File: config.mk
export PLATFORM = sky130hd
export DESIGN_NAME = spike_rate_decoder
export DESIGN_NICKNAME = d
export VERILOG_FILES = /design/src/rtl/spike_rate_decoder.sv
export SDC_FILE = /design/constraint.sdc
export NUM_CORES = 1
export LEC_CHECK = 0
export ABC_AREA = 0
export BUFFER_PORTS_ARGS = -buffer_cell sky130_fd_sc_hd__buf_2
export CAP_MARGIN = 40
export CORE_ASPECT_RATIO = 0.75
export CORE_UTILIZATION = 57
export CTS_CLUSTER_SIZE = 14
export DETAILED_ROUTE_END_ITERATION = 8
export GPL_TIMING_DRIVEN = 0
export PLACE_DENSITY_LB_ADDON = 0.15
export SYNTH_ARGS = -nofsm -noshare
export SYNTH_HDL_FRONTEND = slang
export SYNTH_SLANG_ARGS = --single-unit
File: constraint.sdc
create_clock -name clk -period 2.5 [get_ports clk]
set_input_delay 0.5 -clock clk [delete_from_list [all_inputs] [get_ports clk]]
set_output_delay 0.5 -clock clk [all_outputs]
set_load 0.01 [all_outputs]
File: src/rtl/spike_rate_decoder.sv
// rtl/spike_rate_decoder.sv - windowed per-channel spike rate counter with valid/ready output
// Optional ch0 inter-spike interval meter enabled by macro ISI_MEAS_EN.
module spike_rate_decoder #(
  parameter int N_CH   = 3,
  parameter int WINDOW = 256,
  parameter int CNT_W  = 8
) (
  input  logic                    clk,
  input  logic                    rst,
  input  logic                    en,
  input  logic                    clear,
  input  logic [N_CH-1:0]         spike_in,
  output logic [N_CH*CNT_W-1:0]   rate_out,
  output logic                    rate_valid,
  input  logic                    rate_ready,
  output logic                    overrun,
  output logic [CNT_W-1:0]        isi_out,
  output logic                    isi_valid
);

  localparam int WC_W = $clog2(WINDOW);
  localparam logic [WC_W-1:0]  WIN_LAST = WC_W'(WINDOW - 1);
  localparam logic [CNT_W-1:0] CNT_MAX  = '1;

  typedef enum logic {EMPTY = 1'b0, FULL = 1'b1} out_state_t;

  logic [N_CH-1:0]       spike_prev;
  logic [N_CH-1:0]       spike_evt;
  logic [WC_W-1:0]       win_cnt;
  logic [N_CH*CNT_W-1:0] acc;
  logic [N_CH*CNT_W-1:0] acc_inc;
  logic                  win_close;
  logic                  accept;
  out_state_t            state;
  out_state_t            state_next;

  assign spike_evt = spike_in & ~spike_prev;
  assign win_close = en && !clear && (win_cnt == WIN_LAST);
  assign accept    = rate_valid && rate_ready;

  // Accumulators with this cycle's events folded in; also the value captured at close.
  always_comb begin
    acc_inc = acc;
    for (int k = 0; k < N_CH; k++) begin
      if (spike_evt[k] && (acc[k*CNT_W +: CNT_W] != CNT_MAX))
        acc_inc[k*CNT_W +: CNT_W] = acc[k*CNT_W +: CNT_W] + CNT_W'(1);
    end
  end

  always_ff @(posedge clk or posedge rst) begin
    if (rst) begin
      spike_prev <= '0;
      win_cnt    <= '0;
      acc        <= '0;
    end else begin
      spike_prev <= spike_in;
      if (clear) begin
        win_cnt <= '0;
        acc     <= '0;
      end else if (en) begin
        if (win_cnt == WIN_LAST) begin
          win_cnt <= '0;
          acc     <= '0;
        end else begin
          win_cnt <= win_cnt + WC_W'(1);
          acc     <= acc_inc;
        end
      end
    end
  end

  always_ff @(posedge clk or posedge rst) begin
    if (rst)
      state <= EMPTY;
    else
      state <= state_next;
  end

  always_comb begin
    state_next = state;
    case (state)
      EMPTY:   if (win_close) state_next = FULL;
      FULL:    if (accept && !win_close) state_next = EMPTY;
      default: state_next = EMPTY;
    endcase
  end

  always_comb begin
    rate_valid = (state == FULL);
  end

  // Overwriting an unaccepted window flags overrun; a simultaneous accept consumed it.
  always_ff @(posedge clk or posedge rst) begin
    if (rst) begin
      rate_out <= '0;
      overrun  <= 1'b0;
    end else if (win_close) begin
      rate_out <= acc_inc;
      overrun  <= rate_valid && !rate_ready;
    end else if (accept) begin
      overrun  <= 1'b0;
    end
  end

`ifdef ISI_MEAS_EN
  logic [CNT_W-1:0] isi_cnt;
  logic             isi_armed;

  // Counter reloads to 1 on an event so the next event sees the true cycle distance.
  always_ff @(posedge clk or posedge rst) begin
    if (rst) begin
      isi_cnt   <= '0;
      isi_armed <= 1'b0;
      isi_out   <= '0;
      isi_valid <= 1'b0;
    end else begin
      isi_valid <= 1'b0;
      if (spike_evt[0]) begin
        isi_armed <= 1'b1;
        isi_cnt   <= CNT_W'(1);
        if (isi_armed) begin
          isi_out   <= isi_cnt;
          isi_valid <= 1'b1;
        end
      end else if (isi_cnt != CNT_MAX) begin
        isi_cnt <= isi_cnt + CNT_W'(1);
      end
    end
  end
`else
  assign isi_out   = '0;
  assign isi_valid = 1'b0;
`endif

endmodule

Word level (Yosys, flattened, before mapping)

Cells that the tools add are included.

Add/sub/neg operators: 4
Reductions and logical operators: 13
Multipliers: 0
Multiplexer cells: 14
Bitwise gates (word level): 3
$lt $le $gt $ge: 0
Div/mod/pow operators: 0
Shift operators: 0
Eq/ne operators: 4

Operators by type and width:

| kind                | number |
|---|---|
| $mux 24             | 3 |
| $mux 8              | 6 |
| $add 8x1->8 const B | 4 |
| $ne 8x8->1 const B  | 3 |
| $eq 8x8->1 const B  | 1 |
| $logic_and 1x1->1   | 8 |
| $mux 1              | 4 |
| $reduce_bool 2->1   | 2 |
| $and 3x3->3         | 1 |
| $logic_not 1->1     | 3 |
| $not 3->3           | 1 |
| $pmux 1 s2          | 1 |
| $not 1->1           | 1 |

Output and inout bits: 35
Memory bits (writable): 0
Register bits: 61
Latch bits: 0
Memories kept: 0
Word-level logic and storage cells: 44
ROM bits: 0

Longest topological paths before layout

Gate-level depths: netlist of the first run.

Depth in word-level cells: 7
Mapped depth: 7

Worst setup path before layout of the first run

OpenSTA, ideal clock, no wires.

Path kind: register to register
Start point: register acc[0]
End point: register acc[6]
Slack: 760 ps
Stages on the path, launching flop included: 6
Required time: 2368 ps
Arrival time: 1608 ps
Clock period less this slack: 1740 ps
Library setup time: 132 ps
Cells stage by stage: dfrtp_1 -> ha_1 -> nand4b_1 -> or4b_2 -> o21ai_0 -> o21ai_0

Cells in the longest elaborated chain, start to end: 6
Elaborated cells between the ends (all ways): 7

RTL lines:

| what                                                                | line | RTL |
|---|---|---|
| from (decl)                                                         | 30   | `logic [N_CH*CNT_W-1:0] acc;` |
| from (signal assigned)                                              | 66   | `acc <= acc_inc;` |
| parallel branches: the longest is 2 deep, another holds $add 8x1->8 | n/a  |  |
| $mux 8 *                                                            | 45   | `if (spike_evt[k] && (acc[k*CNT_W +: CNT_W] != CNT_MAX))` |
| $mux 24 *                                                           | 61   | `if (win_cnt == WIN_LAST) begin` |
| $mux 24 *                                                           | 60   | `end else if (en) begin` |
| $mux 24 *                                                           | 57   | `if (clear) begin` |

Every way passes the cells marked *. The select of a mux whose other input is x is not followed.
A chain may end at the register's enable or synchronous reset.

Final worst setup path of the first run

Start point: register win_cnt[0]
End point: register acc[13]

Cells in the longest elaborated chain, start to end: 4

RTL lines:

| what                   | line | RTL |
|---|---|---|
| from (decl)            | 29   | `logic [WC_W-1:0] win_cnt;` |
| from (signal assigned) | 65   | `win_cnt <= win_cnt + WC_W'(1);` |
| $eq 8x8->1             | 61   |  |
| $mux 24                | 61   |  |
| $mux 24                | 60   |  |
| $mux 24                | 57   |  |

Every way passes these cells. The select of a mux whose other input is x is not followed.

==> results.yml, run 1 <==
critical_path:
  arrival_ps: 2320
  cp.required_ps: 2740
  critPathMaxFanout: 10
  cp-end-kind: "register"
  start_kind: "register"
  worst-setup-path-type: "register to register"
timing:
  finalCritPeriodShare: 0.835
  rsz0062_at_grt: "false"
  relSlewSlack: 0.608
  period_needed_ps: 2090
  tns_ps: 0
  hold_viol_final: 0
  fmax_mhz: 479
  tightest_slew_ps: 587
  setup_slack_ps: 413
  setup_viol: 0
  skew_ps: 7.31
  slew_viol_final: 0
power_and_ir_drop:
  p_sw_frac: 0.234
  seq_power_share: 0.523
  p_sw_uw: 450
  p_comb_frac: 0.064
  power_density_mw_per_mm2: 520
  fin_total_pwr_uw: 1930
  p_int_uw: 1480
  p_leak_uw: 0.00171
  pwr-share-clk: 0.413
  peakVddDrop_v: 0.000442
placed_design:
  gp_congestion: 0.825
  dp_hpwl_mm: 4.98
  io_buffers: 33
  pre_cts_ws_ps: 401
global_routing:
  antenna_found_initial: 0
  grt_pass1_vias: 2471
  grt_pass1_wl_mm: 11.9
  grt_max_degree: 36
  grt_use_total: 0.274
  grt_overflow: 0
die:
  dieWidth_um: 88.7
  coreArea_mm2: 0.00538
  rows: 23
  dieHeight_um: 67.0
  start_util: 0.597
  die_area_mm2: 0.00594
  io_pins: 43
synthesis:
  synth_cells: 336
  synth_seq_cells: 61
  ys_seq_area_frac: 0.475
  synthArstFlopShare: 1.00
  syn_area_mm2: 0.00321
  synth-edff-count: 0
  yosysWarnings: 0
  synth_ff_type: "dfrtp_1"
  yosysUniqueCellTypes: 55
  syn_area_per_cell_um2: 9.56
detailed_routing:
  top_layer: "met4"
  drc: 0
  routedWlPerCell_um: 15.5
  ant_nets: 0
  vias: 2756
  met2_length_mm: 3.27
  drt_wl_total_mm: 7.23
  dr_wl_met3_um: 489
  vias_per_cell: 5.89
  drtIter0Drc: 107
  dr.pass1.iters: 4
  drt-met1-wl_mm: 3.37
clock_tree:
  post_cts_buffers: 0
  tritoncts: "done"
  cts_resized: 0
  cts_inserted_buffers: 9
  clk_latency_ps: 340
  clkSinkCount: 61
  clockBufferDepth: 2
  postCtsHoldBufs: 0
  clk_pin_slew_worst_paths_ps: 70
  cts_max_level: 3
  root_buffer: "clkbuf_8"
hold_path:
  hold_path_class: "primary input to asynchronous set/reset pin"
final_layout:
  n_antenna_cell: 0
  final_nets: 401
  syn2layout_area_growth_pct: 15.1
  fill_cells: 442
  drive_gt1_frac: 0.214
status:
  outcome: "finished clean"
flow_run:
  drv_cap: 0
-- Yosys cell counts, types with 4 or more instances --
library cell,instances,area (µm²)
nand3_1,12,60.1
nor3_1,5,25.0
and3_1,4,25.0
o21a_1,5,37.5
o21ai_2,7,61.3
mux2i_1,8,80.1
o21ai_1,5,25.0
xnor2_1,4,35.0
a21oi_1,21,105
dfrtp_1,61,1530
o21ai_0,30,150
xor2_1,4,35.0
buf_4,11,82.6
or3_1,9,56.3
nand4_1,7,43.8
nor2b_1,4,25.0
nor2_1,20,75.1
nand2b_1,5,31.3
inv_1,8,30.0
a31oi_1,14,87.6
nand2_1,31,116
ha_1,4,50.1
buf_2,8,40.0
-- logic make-up (layout without fill, tap and decap cells) --
family,count (synthesis),count (layout),synth area share
and+or+nand+nor,111,111,0.177
AOI/OAI and AO/OA,109,109,0.220
DFF,61,61,0.475
buffers and inverters,32,81,0.0580
muxes,10,10,0.0319
xor gates and xnor gates,8,8,0.0218
adders and majority gates,4,4,0.0156
other,1,9,0.00117
-- per-layer routing --
metal | vias up | GRT usage
li1 | 1321 | -
met1 | 1341 | 0.371
met2 | 82 | 0.421
met3 | 12 | 0.0855
met4 | 0 | 0.0786
met5 | - | 0
-- registers in the layout (all words and copies together) (netlist names) --
name        flops
win_cnt         8
rate_valid      1
overrun         1
spike_prev      3
rate_out       24
acc            24
-- path summary, 6_finish.rpt --
kind | to | cells after the start | slack (ps) | start
setup / recovery | acc[13] | 6 | 410 | win_cnt[0]
setup reg to reg | acc[13] | 6 | 410 | win_cnt[0]
hold / removal | rate_out[5] | 2 | 220 | rst
min in group clk | spike_prev[0] | 1 | 290 | spike_in[0]
hold reg to reg | rate_out[4] | 2 | 470 | rate_out[4]
max in group asynchronous | acc[21] | 3 | 1690 | rst
-- final cells by class --
cell class	count	area, µm²	area share
multi-input cells	251	1530	0.414
flip-flops and latches	61	1530	0.413
repair buffers	34	185	0.0501
clock buffers	14	173	0.0467
plain buffers	24	156	0.0423
well taps	75	93.8	0.0254
inverters	8	30.0	0.00812
clock inverters	1	5.00	0.00135
-- power groups by stage --
stage                     clock network, µW  logic, µW  registers [µW]
final                                   795        124            1010
after global routing                    858        138            1010
after CTS                               807        124            1010
after detailed placement                  0        123            1020
after global placement                    0        117            1020
after floorplan                           0       86.4            1020
-- layout by cell type (no fill, tap or decap), drive strengths merged, types with 12 or more instances in the layout --
cell type and count:
nand3 12, clkbuf 17, o21ai 42, a31oi 14, nand2 31, buf 55, dfrtp 61, a21oi 21
nor2 20
-- critical path, cell delays in order, from the launching register on --
cell	delay (ps)
dfrtp_1	420
ha_1	270
and4_1	270
a41oi_2	370
buf_2	320
a21oi_1	100
o21ai_0	230
-- stage by stage --
step | cell area (µm²) | util | instances | hold WS (ps)
final | 3700 | 0.688 | 468 | 221
after global placement | 3500 | 0.651 | 452 | 458
after global routing | 3700 | 0.688 | 468 | 264
after detailed placement | 3520 | 0.654 | 453 | 461
after floorplan | 3240 | - | 344 | 494
after CTS | 3700 | 0.688 | 468 | 235
Power figures use the tool's default switching activity.
==> inputs of run 2 (changes only) <==
- ABC_AREA: 0 -> 1
- clock period: 2.5 -> 2 ns (I/O delays scaled with it)
==> results.yml, run 2 <==
power_and_ir_drop:
  p_sw_uw: 584
  p_leak_uw: 0.00200
  p_int_uw: 1810
  seq_power_share: 0.526
  peakVddDrop_v: 0.000436
  pwr-share-clk: 0.414
  fin_total_pwr_uw: 2390
  power_density_mw_per_mm2: 645
  p_sw_frac: 0.244
  p_comb_frac: 0.060
synthesis:
  synth_top_area_cell: "dfrtp_1"
  yosysWarnings: 0
  synth.most_common_cell: "nand2_1"
  synth_seq_cells: 61
  synth_ff_type: "dfrtp_1"
  syn_area_per_cell_um2: 7.80
  ys_seq_area_frac: 0.474
  synth-edff-count: 0
  yosysTopAreaCellShare: 0.474
  synth_area_leaders: "dfrtp_1 47%, nand2_1 16%, nand3_1 12%, inv_1 5.1%, nand4_1 2.1%"
  synthArstFlopShare: 1.00
  yosysUniqueCellTypes: 28
  yosys-top-cells-count: "141 x nand2_1, 79 x nand3_1, 61 x dfrtp_1"
  synth_cells: 413
  syn_area_mm2: 0.00322
timing:
  rsz0062_at_grt: "false"
  fmax_mhz: 638
  setup_viol: 0
  tightest_slew_ps: 664
  hold_viol_final: 0
  hold_ws_ps: 157
  skew_ps: 6.71
  slew_viol_final: 0
  relSlewSlack: 0.557
  setup_slack_ps: 432
  tns_ps: 0
  finalCritPeriodShare: 0.784
  period_needed_ps: 1570
final_layout:
  drive_gt1_frac: 0.176
  n_antenna_cell: 0
  utilization: 0.689
  layout_common_cells: "141 x nand2_1, 79 x nand3_1, 61 x dfrtp_1"
  final_nets: 478
  reg_top3: "acc: 24 flops, rate_out: 24 flops, win_cnt: 8 flops"
  syn2layout_area_growth_pct: 15.2
  final_common_cell: "nand2_1"
  fill_cells: 464
clock_tree:
  clk_pin_slew_worst_paths_ps: 70
  clk_latency_ps: 340
  clockBufferDepth: 2
  clkSinkCount: 61
  cts_resized: 0
  tritoncts: "done"
  postCtsHoldBufs: 0
  post_cts_buffers: 0
  root_buffer: "clkbuf_8"
  cts_max_level: 3
  cts_inserted_buffers: 9
critical_path:
  arrival_ps: 1840
  rr_startpoint: "win_cnt[0]"
  critPathMaxFanout: 10
  cp.required_ps: 2280
  start_kind: "register"
  worst-setup-path-type: "register to register"
  cp-end-kind: "register"
  r2r_slack_ps: 430
  r2r-end: "rate_out[1]"
  r2r_cells: 8
die:
  die_area_mm2: 0.00596
  coreArea_mm2: 0.00538
  io_pins: 43
  dieWidth_um: 88.8
  dieHeight_um: 67.1
  start_util: 0.598
  rows: 23
detailed_routing:
  routedWlPerCell_um: 12.4
  drtIter0Drc: 130
  dr.pass1.iters: 5
  drc: 0
  vias: 2791
  ant_nets: 0
  vias_per_cell: 5.11
  drt_wl_total_mm: 6.76
global_routing:
  grtUsageMet1: 0.347
  grt_use_total: 0.257
  grt_max_degree: 32
  top_usage_layer: "met2"
  grt_overflow: 0
  grt_pass1_vias: 2529
  met2_usage: 0.396
  met3_usage: 0.0781
  grt_pass1_wl_mm: 11.4
  antenna_found_initial: 0
status:
  outcome: "finished clean"
placed_design:
  gp_congestion: 0.844
  io_buffers: 33
  pre_cts_ws_ps: 432
  dp_hpwl_mm: 4.78
hold_path:
  hold_path_class: "primary input to asynchronous set/reset pin"
flow_run:
  drv_cap: 0
run 2: cell families after synthesis:
logic type,after synthesis,share of synthesized area
other cells,1,0.00116
simple gates,256,0.359
compound gates,20,0.0326
buf+inv,67,0.106
xor+xnor,4,0.0109
flops,61,0.474
fa+ha+maj,4,0.0155
run 2: area by class of cell:
| cell class | instances | area (µm²) | share of cell area |
|---|---|---|---|
| tap | 75 | 93.8 | 0.0253 |
| sequential | 61 | 1530 | 0.412 |
| multi-input combinational | 293 | 1380 | 0.372 |
| inverter | 47 | 184 | 0.0496 |
| buffer | 20 | 159 | 0.0429 |
| clock buffer | 13 | 159 | 0.0429 |
| clock inverter | 3 | 20.0 | 0.00540 |
| timing repair buffer | 34 | 185 | 0.0499 |
run 2: power by group through the flow:
stage / Clock, µW / Combinational, µW / Sequential, µW
final: 991 / 143 / 1260
after global routing: 1080 / 164 / 1260
after CTS: 1010 / 145 / 1260
after detailed placement: 0 / 145 / 1280
after global placement: 0 / 136 / 1280
after floorplan: 0 / 102 / 1280
run 2: worst max path at each step:
stage | start | to | slack (ps) | cells past startpoint
2_1_floorplan | rst | acc[0] | 90 | 1
3_3_place_gp | rst | rate_out[13] | -670 | 2
3_5_place_dp | clear | acc[20] | 430 | 5
4_1_cts | win_cnt[0] | rate_out[0] | 440 | 8
5_1_grt | acc[0] | acc[0] | 320 | 8
6_report | win_cnt[0] | rate_out[1] | 430 | 8
run 2: through the flow:
| step | cells | area [µm²] |
|---|---|---|
| 2_1_floorplan | 421 | 3250 |
| 3_3_place_gp | 529 | 3510 |
| 3_5_place_dp | 530 | 3530 |
| 4_1_cts | 546 | 3710 |
| 5_1_grt | 546 | 3710 |
| 6_report | 546 | 3710 |
run 2: layer usage:
layer	routed length (µm)	share of wire
met1	3220	0.48
met4	26	0.0038
met2	3080	0.46
met5	0	0
met3	427	0.063
run 2: critical path, cell delays in order, from the launching register on:
cell and delay, ps:
dfrtp_1 390, ha_1 220, nand2_2 90, nor2_4 140, nand3_4 190, clkinv_4 130
buf_6 160, nand3_1 120, nand2_1 70
==> inputs of run 3 (changes only) <==
- clock period: 2 -> 1.45 ns (I/O delays scaled with it)
==> results.yml, run 3 (synthesis gave the netlist of run 2 again) <==
timing:
  slew_viol_final: 0
  rsz0062_at_grt: "true"
  relSlewSlack: 0.510
  hold_viol_final: 0
  tightest_slew_ps: 734
  skew_ps: 8.21
  tns_ps: 0
  finalCritPeriodShare: 0.970
  setup_viol: 0
  setup_slack_ps: 43.0
  fmax_mhz: 711
  period_needed_ps: 1410
critical_path:
  r2r_cells: 8
  rr_startpoint: "acc[16]"
  path_cells: "ha_2 > nand2_2 > nor2_2 > nand2_2 > buf_4 > nand3_1 > nand3_1 > o21ai_1"
  worst-setup-path-type: "register to register"
  cp.required_ps: 1720
  r2r_slack_ps: 40
  start_kind: "register"
  slowest_stage: "dfrtp_1"
  critPathMaxFanout: 5
  arrival_ps: 1680
  r2r-end: "acc[17]"
  cp-end-kind: "register"
  cp_top_family: "simple AND/OR/NAND/NOR gates"
  crit_buf_inv: 1
  crit_path_max_incr_delay_ps: 390
placed_design:
  dp_hpwl_mm: 4.62
  pre_cts_ws_ps: -107
  io_buffers: 33
  gp_congestion: 0.860
  placed_area_mm2: 0.00353
status:
  outcome: "finished clean"
final_layout:
  reg_top3: "acc: 24 flops, rate_out: 24 flops, win_cnt: 8 flops"
  final_common_cell: "nand2_1"
  layout_common_cells: "135 x nand2_1, 70 x nand3_1, 61 x dfrtp_1"
  syn2layout_area_growth_pct: 26.1
  final_nets: 499
  n_antenna_cell: 0
  design_area_mm2: 0.00406
  drive_gt1_frac: 0.260
global_routing:
  grt_pass1_vias: 2498
  antenna_found_initial: 0
  grt_max_degree: 35
  grt_use_total: 0.256
  grt_overflow: 0
  grt_pass1_wl_mm: 11.2
die:
  die_area_mm2: 0.00596
  rows: 23
  dieHeight_um: 67.1
  dieWidth_um: 88.8
  coreArea_mm2: 0.00538
  start_util: 0.598
  io_pins: 43
power_and_ir_drop:
  peakVddDrop_v: 0.000736
  power_density_mw_per_mm2: 880
  p_leak_uw: 0.00215
detailed_routing:
  dr.pass1.iters: 4
  drt_wl_total_mm: 7.37
  vias: 2971
  routedWlPerCell_um: 13.0
  ant_nets: 0
  vias_per_cell: 5.24
  drtIter0Drc: 158
  drc: 0
clock_tree:
  root_buffer: "clkbuf_8"
  cts_inserted_buffers: 9
  postCtsHoldBufs: 0
  clk_latency_ps: 350
  clkSinkCount: 61
  tritoncts: "done"
  cts_max_level: 3
  clockBufferDepth: 2
  clk_pin_slew_worst_paths_ps: 70
flow_run:
  drv_cap: 0
hold_path:
  hold_path_class: "primary input to asynchronous set/reset pin"
run 3: timing repair:
action                     CTS  global route
pin swaps                    6            10
resized for setup            8            35
cloned                       0             2
setup endpoints to repair   43            51
setup buffers                9            10
run 3: final cells by class:
class	instances	area, µm²
flip-flops and latches	61	1530
multi-input cells	293	1500
plain buffers	20	195
well taps	75	93.8
clock inverters	3	42.5
clock buffers	13	169
inverters	47	190
fillers	397	1320
repair buffers	55	347
run 3: metal layers:
layer,wire length [µm],GRT usage,up-vias
met2,3360,0.397,100
met5,0,0,-
met3,467,0.0719,18
li1,-,-,1461
met4,155,0.0968,0
met1,3380,0.341,1392
run 3: worst max path at each step:
stage | from | cells after the start | end | slack, ps
after floorplan | win_cnt[0] | 9 | acc[6] | 80
after global placement | win_cnt[0] | 8 | rate_out[17] | -60
after detailed placement | win_cnt[0] | 9 | acc[9] | -110
after CTS | win_cnt[0] | 9 | acc[23] | -7
after global routing | win_cnt[0] | 9 | acc[23] | -40
final | acc[16] | 8 | acc[17] | 40
run 3: per-stage QoR:
| step | util | hold slack [ps] | cells | power, µW |
|---|---|---|---|---|
| global route | 0.754 | 51.2 | 567 | 3690 |
| floorplan | - | 321 | 421 | 1900 |
| finish | 0.754 | 54.1 | 567 | 3570 |
| detailed placement | 0.656 | 418 | 530 | 1970 |
| CTS | 0.713 | 53.5 | 555 | 3570 |
| global placement | 0.653 | 413 | 529 | 1950 |
run 3: power by group:
| part | internal [µW] | switching (µW) |
|---|---|---|
| combinational | 91.2 | 152 |
| clock | 932 | 658 |
| sequential | 1720 | 17.7 |
